### config.mk
export PLATFORM = sky130hd
export DESIGN_NAME = board_draw_sequencer
export DESIGN_NICKNAME = d
export VERILOG_FILES = /design/src/rtl/board_draw_sequencer.sv
export SDC_FILE = /design/constraint.sdc
export NUM_CORES = 1
export LEC_CHECK = 0
export CORE_MARGIN = 2
export CORE_UTILIZATION = 49
export CTS_BUF_LIST = sky130_fd_sc_hd__clkbuf_8 sky130_fd_sc_hd__clkbuf_16
export CTS_CLUSTER_DIAMETER = 150
export CTS_CLUSTER_SIZE = 14
export DETAILED_ROUTE_END_ITERATION = 8
export GPL_ROUTABILITY_DRIVEN = 0
export HOLD_SLACK_MARGIN = 0.06
export PLACE_DENSITY_LB_ADDON = 0.05
export SLEW_MARGIN = 20
export SYNTH_ARGS = -nofsm -noshare
export SYNTH_HDL_FRONTEND = slang
export SYNTH_SLANG_ARGS = --single-unit
### constraint.sdc
create_clock -name clock -period 2.7 [get_ports clock]
set_input_delay 0.27 -clock clock [delete_from_list [all_inputs] [get_ports clock]]
set_output_delay 0.27 -clock clock [all_outputs]
set_load 0.01 [all_outputs]
### src/rtl/board_draw_sequencer.sv
// -----------------------------------------------------------------------------
// board_draw_sequencer
//
// Frame-level controller for the board renderer. A start pulse launches one
// deterministic pass over the board in row-major order. For each cell it
// reads the 8-bit cell code from board RAM, latches it, and then sweeps the
// full 16x12 pixel tile. Shape pixels get the cell colour and all other tile
// pixels are drawn black.
//
// Ports
//   clock     in   system clock
//   resetn    in   asynchronous active-low reset
//   start     in   single-cycle frame request (only honoured in IDLE)
//   busy      out  frame in progress (drops in the DONE cycle)
//   done      out  one-cycle pulse after the final pixel of the frame
//   mem_addr  out  board RAM address {row[3:0], col[3:0]}, held for the whole cell
//   mem_rd    out  RAM read strobe; data is expected on mem_data one cycle later
//   mem_data  in   cell code from board RAM
//   plot      out  pixel write enable to the VGA adapter
//   x         out  pixel x (0..159)
//   y         out  pixel y (0..119)
//   colour    out  pixel colour
// -----------------------------------------------------------------------------
module board_draw_sequencer #(
    parameter int COLS   = 10,
    parameter int ROWS   = 10,
    parameter int TILE_W = 16,
    parameter int TILE_H = 12
) (
    input  logic       clock,
    input  logic       resetn,
    input  logic       start,
    output logic       busy,
    output logic       done,
    output logic [7:0] mem_addr,
    output logic       mem_rd,
    input  logic [7:0] mem_data,
    output logic       plot,
    output logic [7:0] x,
    output logic [6:0] y,
    output logic [2:0] colour
);

    localparam logic [3:0] COL_LAST = 4'(COLS - 1);
    localparam logic [3:0] ROW_LAST = 4'(ROWS - 1);
    localparam logic [3:0] PX_LAST  = 4'(TILE_W - 1);
    localparam logic [3:0] PY_LAST  = 4'(TILE_H - 1);

    typedef enum logic [2:0] {
        S_IDLE,
        S_READ,
        S_LATCH,
        S_DRAW,
        S_DONE
    } state_t;

    state_t     r_state, w_state_next;
    logic [3:0] r_row, w_row_next;
    logic [3:0] r_col, w_col_next;
    logic [3:0] r_px, w_px_next;
    logic [3:0] r_py, w_py_next;
    logic [7:0] r_cell, w_cell_next;
    logic [7:0] r_addr, w_addr_next;
    logic       r_rd, w_rd_next;
    logic       r_busy, w_busy_next;
    logic       r_done, w_done_next;
    logic       r_plot, w_plot_next;
    logic [7:0] r_x, w_x_next;
    logic [6:0] r_y, w_y_next;
    logic [2:0] r_colour, w_colour_next;

    logic       w_pix_update;
    logic       w_tile_end;
    logic [6:0] w_row7;

    // Shape lookup: exact code match, anything unknown clears the tile.
    function automatic logic [2:0] shape_colour(input logic [7:0] code,
                                                input logic [3:0] px,
                                                input logic [3:0] py);
        logic box;
        box = (px >= 4'd4) && (px <= 4'd11) && (py >= 4'd2) && (py <= 4'd9);
        case (code)
            8'b1000_0000: shape_colour = 3'b011;
            8'b0100_0000: shape_colour = box ? 3'b101 : 3'b000;
            8'b0010_0000: shape_colour = box ? 3'b001 : 3'b000;
            8'b0001_0100: shape_colour = ((py == 4'd5) || (py == 4'd6)) ? 3'b110 : 3'b000;
            8'b0001_1000: shape_colour = ((px == 4'd7) || (px == 4'd8)) ? 3'b110 : 3'b000;
            default:      shape_colour = 3'b000;
        endcase
    endfunction

    assign w_tile_end = (r_px == PX_LAST) && (r_py == PY_LAST);
    assign w_row7     = {3'b000, r_row};

    always_comb begin
        w_state_next  = r_state;
        w_row_next    = r_row;
        w_col_next    = r_col;
        w_px_next     = r_px;
        w_py_next     = r_py;
        w_cell_next   = r_cell;
        w_addr_next   = r_addr;
        w_rd_next     = 1'b0;
        w_busy_next   = r_busy;
        w_done_next   = 1'b0;
        w_plot_next   = 1'b0;
        w_x_next      = r_x;
        w_y_next      = r_y;
        w_colour_next = r_colour;
        w_pix_update  = 1'b0;

        case (r_state)
            S_IDLE: begin
                if (start) begin
                    w_state_next = S_READ;
                    w_busy_next  = 1'b1;
                    w_row_next   = 4'd0;
                    w_col_next   = 4'd0;
                    w_addr_next  = 8'h00;
                    w_rd_next    = 1'b1;
                end
            end
            S_READ: begin
                w_state_next = S_LATCH;
            end
            S_LATCH: begin
                // First pixel is presented straight from the RAM data so that
                // plotting begins on the first DRAW cycle.
                w_state_next = S_DRAW;
                w_cell_next  = mem_data;
                w_px_next    = 4'd0;
                w_py_next    = 4'd0;
                w_pix_update = 1'b1;
            end
            S_DRAW: begin
                // r_px/r_py name the pixel currently on the outputs.
                if (w_tile_end) begin
                    if ((r_col == COL_LAST) && (r_row == ROW_LAST)) begin
                        w_state_next = S_DONE;
                        w_done_next  = 1'b1;
                        w_busy_next  = 1'b0;
                    end else begin
                        w_state_next = S_READ;
                        w_rd_next    = 1'b1;
                        if (r_col == COL_LAST) begin
                            w_col_next = 4'd0;
                            w_row_next = r_row + 4'd1;
                        end else begin
                            w_col_next = r_col + 4'd1;
                        end
                        w_addr_next = {w_row_next, w_col_next};
                    end
                end else begin
                    if (r_px == PX_LAST) begin
                        w_px_next = 4'd0;
                        w_py_next = r_py + 4'd1;
                    end else begin
                        w_px_next = r_px + 4'd1;
                    end
                    w_pix_update = 1'b1;
                end
            end
            S_DONE: begin
                w_state_next = S_IDLE;
            end
            default: begin
                w_state_next = S_IDLE;
            end
        endcase

        if (w_pix_update) begin
            w_plot_next   = 1'b1;
            w_x_next      = {r_col, 4'b0000} + {4'b0000, w_px_next};
            // row*12 as (row<<4)-(row<<2); wrap-around in 7 bits is harmless.
            w_y_next      = (w_row7 << 4) - (w_row7 << 2) + {3'b000, w_py_next};
            w_colour_next = shape_colour(w_cell_next, w_px_next, w_py_next);
        end
    end

    always_ff @(posedge clock or negedge resetn) begin
        if (!resetn) begin
            r_state  <= S_IDLE;
            r_row    <= 4'd0;
            r_col    <= 4'd0;
            r_px     <= 4'd0;
            r_py     <= 4'd0;
            r_cell   <= 8'h00;
            r_addr   <= 8'h00;
            r_rd     <= 1'b0;
            r_busy   <= 1'b0;
            r_done   <= 1'b0;
            r_plot   <= 1'b0;
            r_x      <= 8'h00;
            r_y      <= 7'h00;
            r_colour <= 3'b000;
        end else begin
            r_state  <= w_state_next;
            r_row    <= w_row_next;
            r_col    <= w_col_next;
            r_px     <= w_px_next;
            r_py     <= w_py_next;
            r_cell   <= w_cell_next;
            r_addr   <= w_addr_next;
            r_rd     <= w_rd_next;
            r_busy   <= w_busy_next;
            r_done   <= w_done_next;
            r_plot   <= w_plot_next;
            r_x      <= w_x_next;
            r_y      <= w_y_next;
            r_colour <= w_colour_next;
        end
    end

    assign busy     = r_busy;
    assign done     = r_done;
    assign mem_addr = r_addr;
    assign mem_rd   = r_rd;
    assign plot     = r_plot;
    assign x        = r_x;
    assign y        = r_y;
    assign colour   = r_colour;

endmodule

==> results of run 1 <==
how the worst min path moves through the flow:
stage,depth (start not counted),end
final,2,x[6]$_DFFE_PN0P_
after global routing,2,y[6]$_DFFE_PN0P_
after CTS,2,x[2]$_DFFE_PN0P_
after detailed placement,2,x[6]$_DFFE_PN0P_
after global placement,2,x[4]$_DFFE_PN0P_
after floorplan,0,busy$_DFFE_PN0P_
through the flow:
step | instances | hold WS [ps] | power, mW | instance area (µm²) | worst slack, ps
4_1_cts | 428 | 82.50 | 2.890 | 3596 | 82.41
6_report | 428 | 65.28 | 2.887 | 3615 | 155.9
2_1_floorplan | 295 | -25.59 | 1.807 | 2910 | 34.61
5_1_grt | 428 | 119.6 | 3.096 | 3615 | 3.481
3_3_place_gp | 420 | 421.3 | 2.292 | 3480 | 128.9
3_5_place_dp | 420 | 419.0 | 2.323 | 3480 | 91.52
cell type report:
class                           count  area [µm²]  share of cell area [%]
Clock inverter                      2       33.78                  0.9346
Tap cell                           75       93.84                   2.596
Sequential cell                    49        1226                   33.92
Clock buffer                        6       82.58                   2.285
Inverter                           12       47.55                   1.315
Multi-Input combinational cell    222        1570                   43.44
Timing Repair Buffer               62       560.5                   15.51
state kept, by name, indices dropped and copies added, names as in the netlist:
name      cells
r_cell        8
x             8
y             7
r_px          4
r_py          4
r_row         4
colour        3
r_col         3
r_state       3
busy          1
done          1
mem_addr      1
mem_rd        1
plot          1
logic make-up after synthesis:
family / after synthesis / synth area share (%)
simple gates: 120 / 23.09
fa+ha+maj: 10 / 4.299
flops: 49 / 42.13
mux: 10 / 3.869
xor+xnor: 12 / 3.611
buf+inv: 24 / 4.557
compound gates: 70 / 18.44
routing by layer:
layer / GRT usage, % / vias to the layer above
met5: 0 / -
met2: 36.78 / 50
met4: 7.288 / 0
met1: 33.21 / 1183
met3: 5.111 / 7
li1: - / 1193
where the power goes:
| group | switching [mW] | leakage, nW | internal [mW] | total (mW) |
|---|---|---|---|---|
| Combinational | 0.659 | 0.879 | 0.663 | 1.32 |
| Clock | 0.249 | 0.0626 | 0.299 | 0.548 |
| Sequential | 0.122 | 0.598 | 0.895 | 1.02 |
Yosys cell counts, types with 3 or more instances:
| cell type | number |
|---|---|
| nand3_1 | 7 |
| o41ai_1 | 3 |
| buf_6 | 3 |
| o211ai_1 | 7 |
| nand3b_1 | 4 |
| nor2_1 | 17 |
| buf_2 | 5 |
| o21a_1 | 3 |
| nor3b_2 | 3 |
| and3_1 | 4 |
| or3_1 | 4 |
| xnor2_1 | 6 |
| a31oi_1 | 5 |
| xor2_1 | 6 |
| a21oi_1 | 8 |
| a221o_1 | 3 |
| mux2_2 | 6 |
| dfrtp_1 | 49 |
| nor3_1 | 11 |
| buf_4 | 3 |
| nand2_1 | 40 |
| mux2i_1 | 3 |
| o21ai_0 | 16 |
| ha_1 | 10 |
| o31ai_1 | 4 |
| a21o_1 | 3 |
| nor2b_1 | 4 |
| inv_1 | 10 |
| nand4_1 | 6 |
critical path, cell delays in order (launching register included):
cell and delay, ps:
dfrtp_1 380, nand2b_4 140, or3_4 360, o311ai_4 290
ha_4 260, o21a_1 180, o21a_1 180, or2_2 310
a21oi_2 150, xnor2_1 120, o21ai_1 70
==> impl_metrics.tcl, run 1 <==
set metrics [dict create \
    outcome "finished clean" \
    postSynth.asyncResetShare_pct 100.0 \
    syn2layout_area_growth_pct 24.20 \
    slew_violations 0 \
    h-tree-depth 2 \
    numCtsBuffers 5 \
    clk-insertion-delay-late_ps 310 \
    reg2reg_to "y[6]$_DFFE_PN0P_" \
    dr.max_layer_used "met4" \
    die_h_um 81.07 \
    nNetsFinal 373 \
    ir_worst_vdd_mv 0.4728 \
    cp_max_fo 3 \
    wl_um 6968 \
    worst_ep_arrival_time_ps 2740 \
    r2r_slack_ps 160 \
    yosysWarnings 0 \
    grtUsageTotal_pct 23.68 \
    cp-start-kind "flop" \
    drc_errors 0 \
    drt-met1-wl_um 3356 \
    synth_edf_count 0 \
    drtIter0Drc 125 \
    finClkSkew_ps 7.263 \
    ys_types 65 \
    cts_resized 0 \
    core.rowCount 28 \
    wl_met3_um 274 \
    synth_area_per_cell_um2 9.865 \
    num_vias 2433 \
    tritoncts "built" \
    reg2reg_from "r_state[2]$_DFFE_PN0P_" \
    ys_ff_latch 49 \
    worstSetupPathType "reg2reg" \
    fin_crit_ps 2544 \
    diodes 0 \
    crit_required_ps 2900 \
    wl_met2_um 3217 \
    overflow 0 \
    fin_util_pct 62.16 \
    layout.cells.most_common "dfrtp_1" \
    antenna_found_initial 0 \
    p_leak_nw 1.540 \
    slew_headroom_pct 57.68 \
    grt_pass1_vias 2395 \
    tightest_slew_ps 634.8 \
    reg2regPathDepth 10 \
    fmax_ghz 0.3931 \
    max_cap_violations 0 \
    synth_cells 295 \
    dp_hpwl_um 5116 \
    dr.pass1.iters 4 \
    synthFlopType "dfrtp_1" \
    clock_sinks 49 \
    postRouteAntennaNets 0 \
    min_period_over_period_pct 94.23 \
    cts.path.max_buffers 2 \
    clk_pin_slew_ps 90 \
    synth_nets 316 \
    via_per_inst 5.685 \
    cts_setup_buffers 0 \
    wire_per_inst_um 16.28 \
    start_util_pct 50.04 \
    yosysSeqAreaShare_pct 42.13 \
    die_w_um 81.07 \
    die-area_mm2 0.006572 \
    yosysTopAreaCell "dfrtp_1" \
    placement.io_buffers 40 \
    cts_hold_buf 0 \
    grt_pass1_wl_um 11850 \
    rsz0062_at_grt "false" \
    root_buffer "clkbuf_8" \
    startpoint "r_state[2]$_DFFE_PN0P_" \
    layout-drive-gt1-share_pct 18.13 \
    cp-end-kind "flop" \
    grt_max_degree 50 \
    n_fill_cell 557 \
    coreArea_mm2 0.005816 \
    final_cell_mix "dfrtp_1, nand2_1, clkdlybuf4s50_1" \
    p_per_area_mw_per_mm2 798.8 \
    synth_top_cell_area_share_pct 42.13 \
    holdCritPathClass "in2async" \
    crit_end "y[6]$_DFFE_PN0P_" \
    setup_viol 0 \
    setup_tns_ps 0 \
    synth_area_mm2 0.002910 \
    finalHoldViolCount 0 \
    io_pins 41 \
    synthTopCellsByArea "dfrtp_1, nand2_1, ha_1" \
]
Note: power is estimated with default switching activity, not from simulation.
==> run 2, diff against run 1 <==
--- a/config.mk
+++ b/config.mk
@@ -5,6 +5,7 @@
 export SDC_FILE = /design/constraint.sdc
 export NUM_CORES = 1
 export LEC_CHECK = 0
+export CAP_MARGIN = 20
 export CORE_MARGIN = 2
 export CORE_UTILIZATION = 49
 export CTS_BUF_LIST = sky130_fd_sc_hd__clkbuf_8 sky130_fd_sc_hd__clkbuf_16
==> results of run 2 <==
Same layout as run 1: the final DEF is identical, and so are final timing and power.
==> run 3, diff against run 2 <==
--- a/config.mk
+++ b/config.mk
@@ -15,7 +15,8 @@
 export GPL_ROUTABILITY_DRIVEN = 0
 export HOLD_SLACK_MARGIN = 0.06
 export PLACE_DENSITY_LB_ADDON = 0.05
-export SLEW_MARGIN = 20
+export SLEW_MARGIN = 0
 export SYNTH_ARGS = -nofsm -noshare
 export SYNTH_HDL_FRONTEND = slang
 export SYNTH_SLANG_ARGS = --single-unit
+export TNS_END_PERCENT = 30
==> results of run 3 <==
Same layout as run 1: the final DEF is identical, and so are final timing and power.
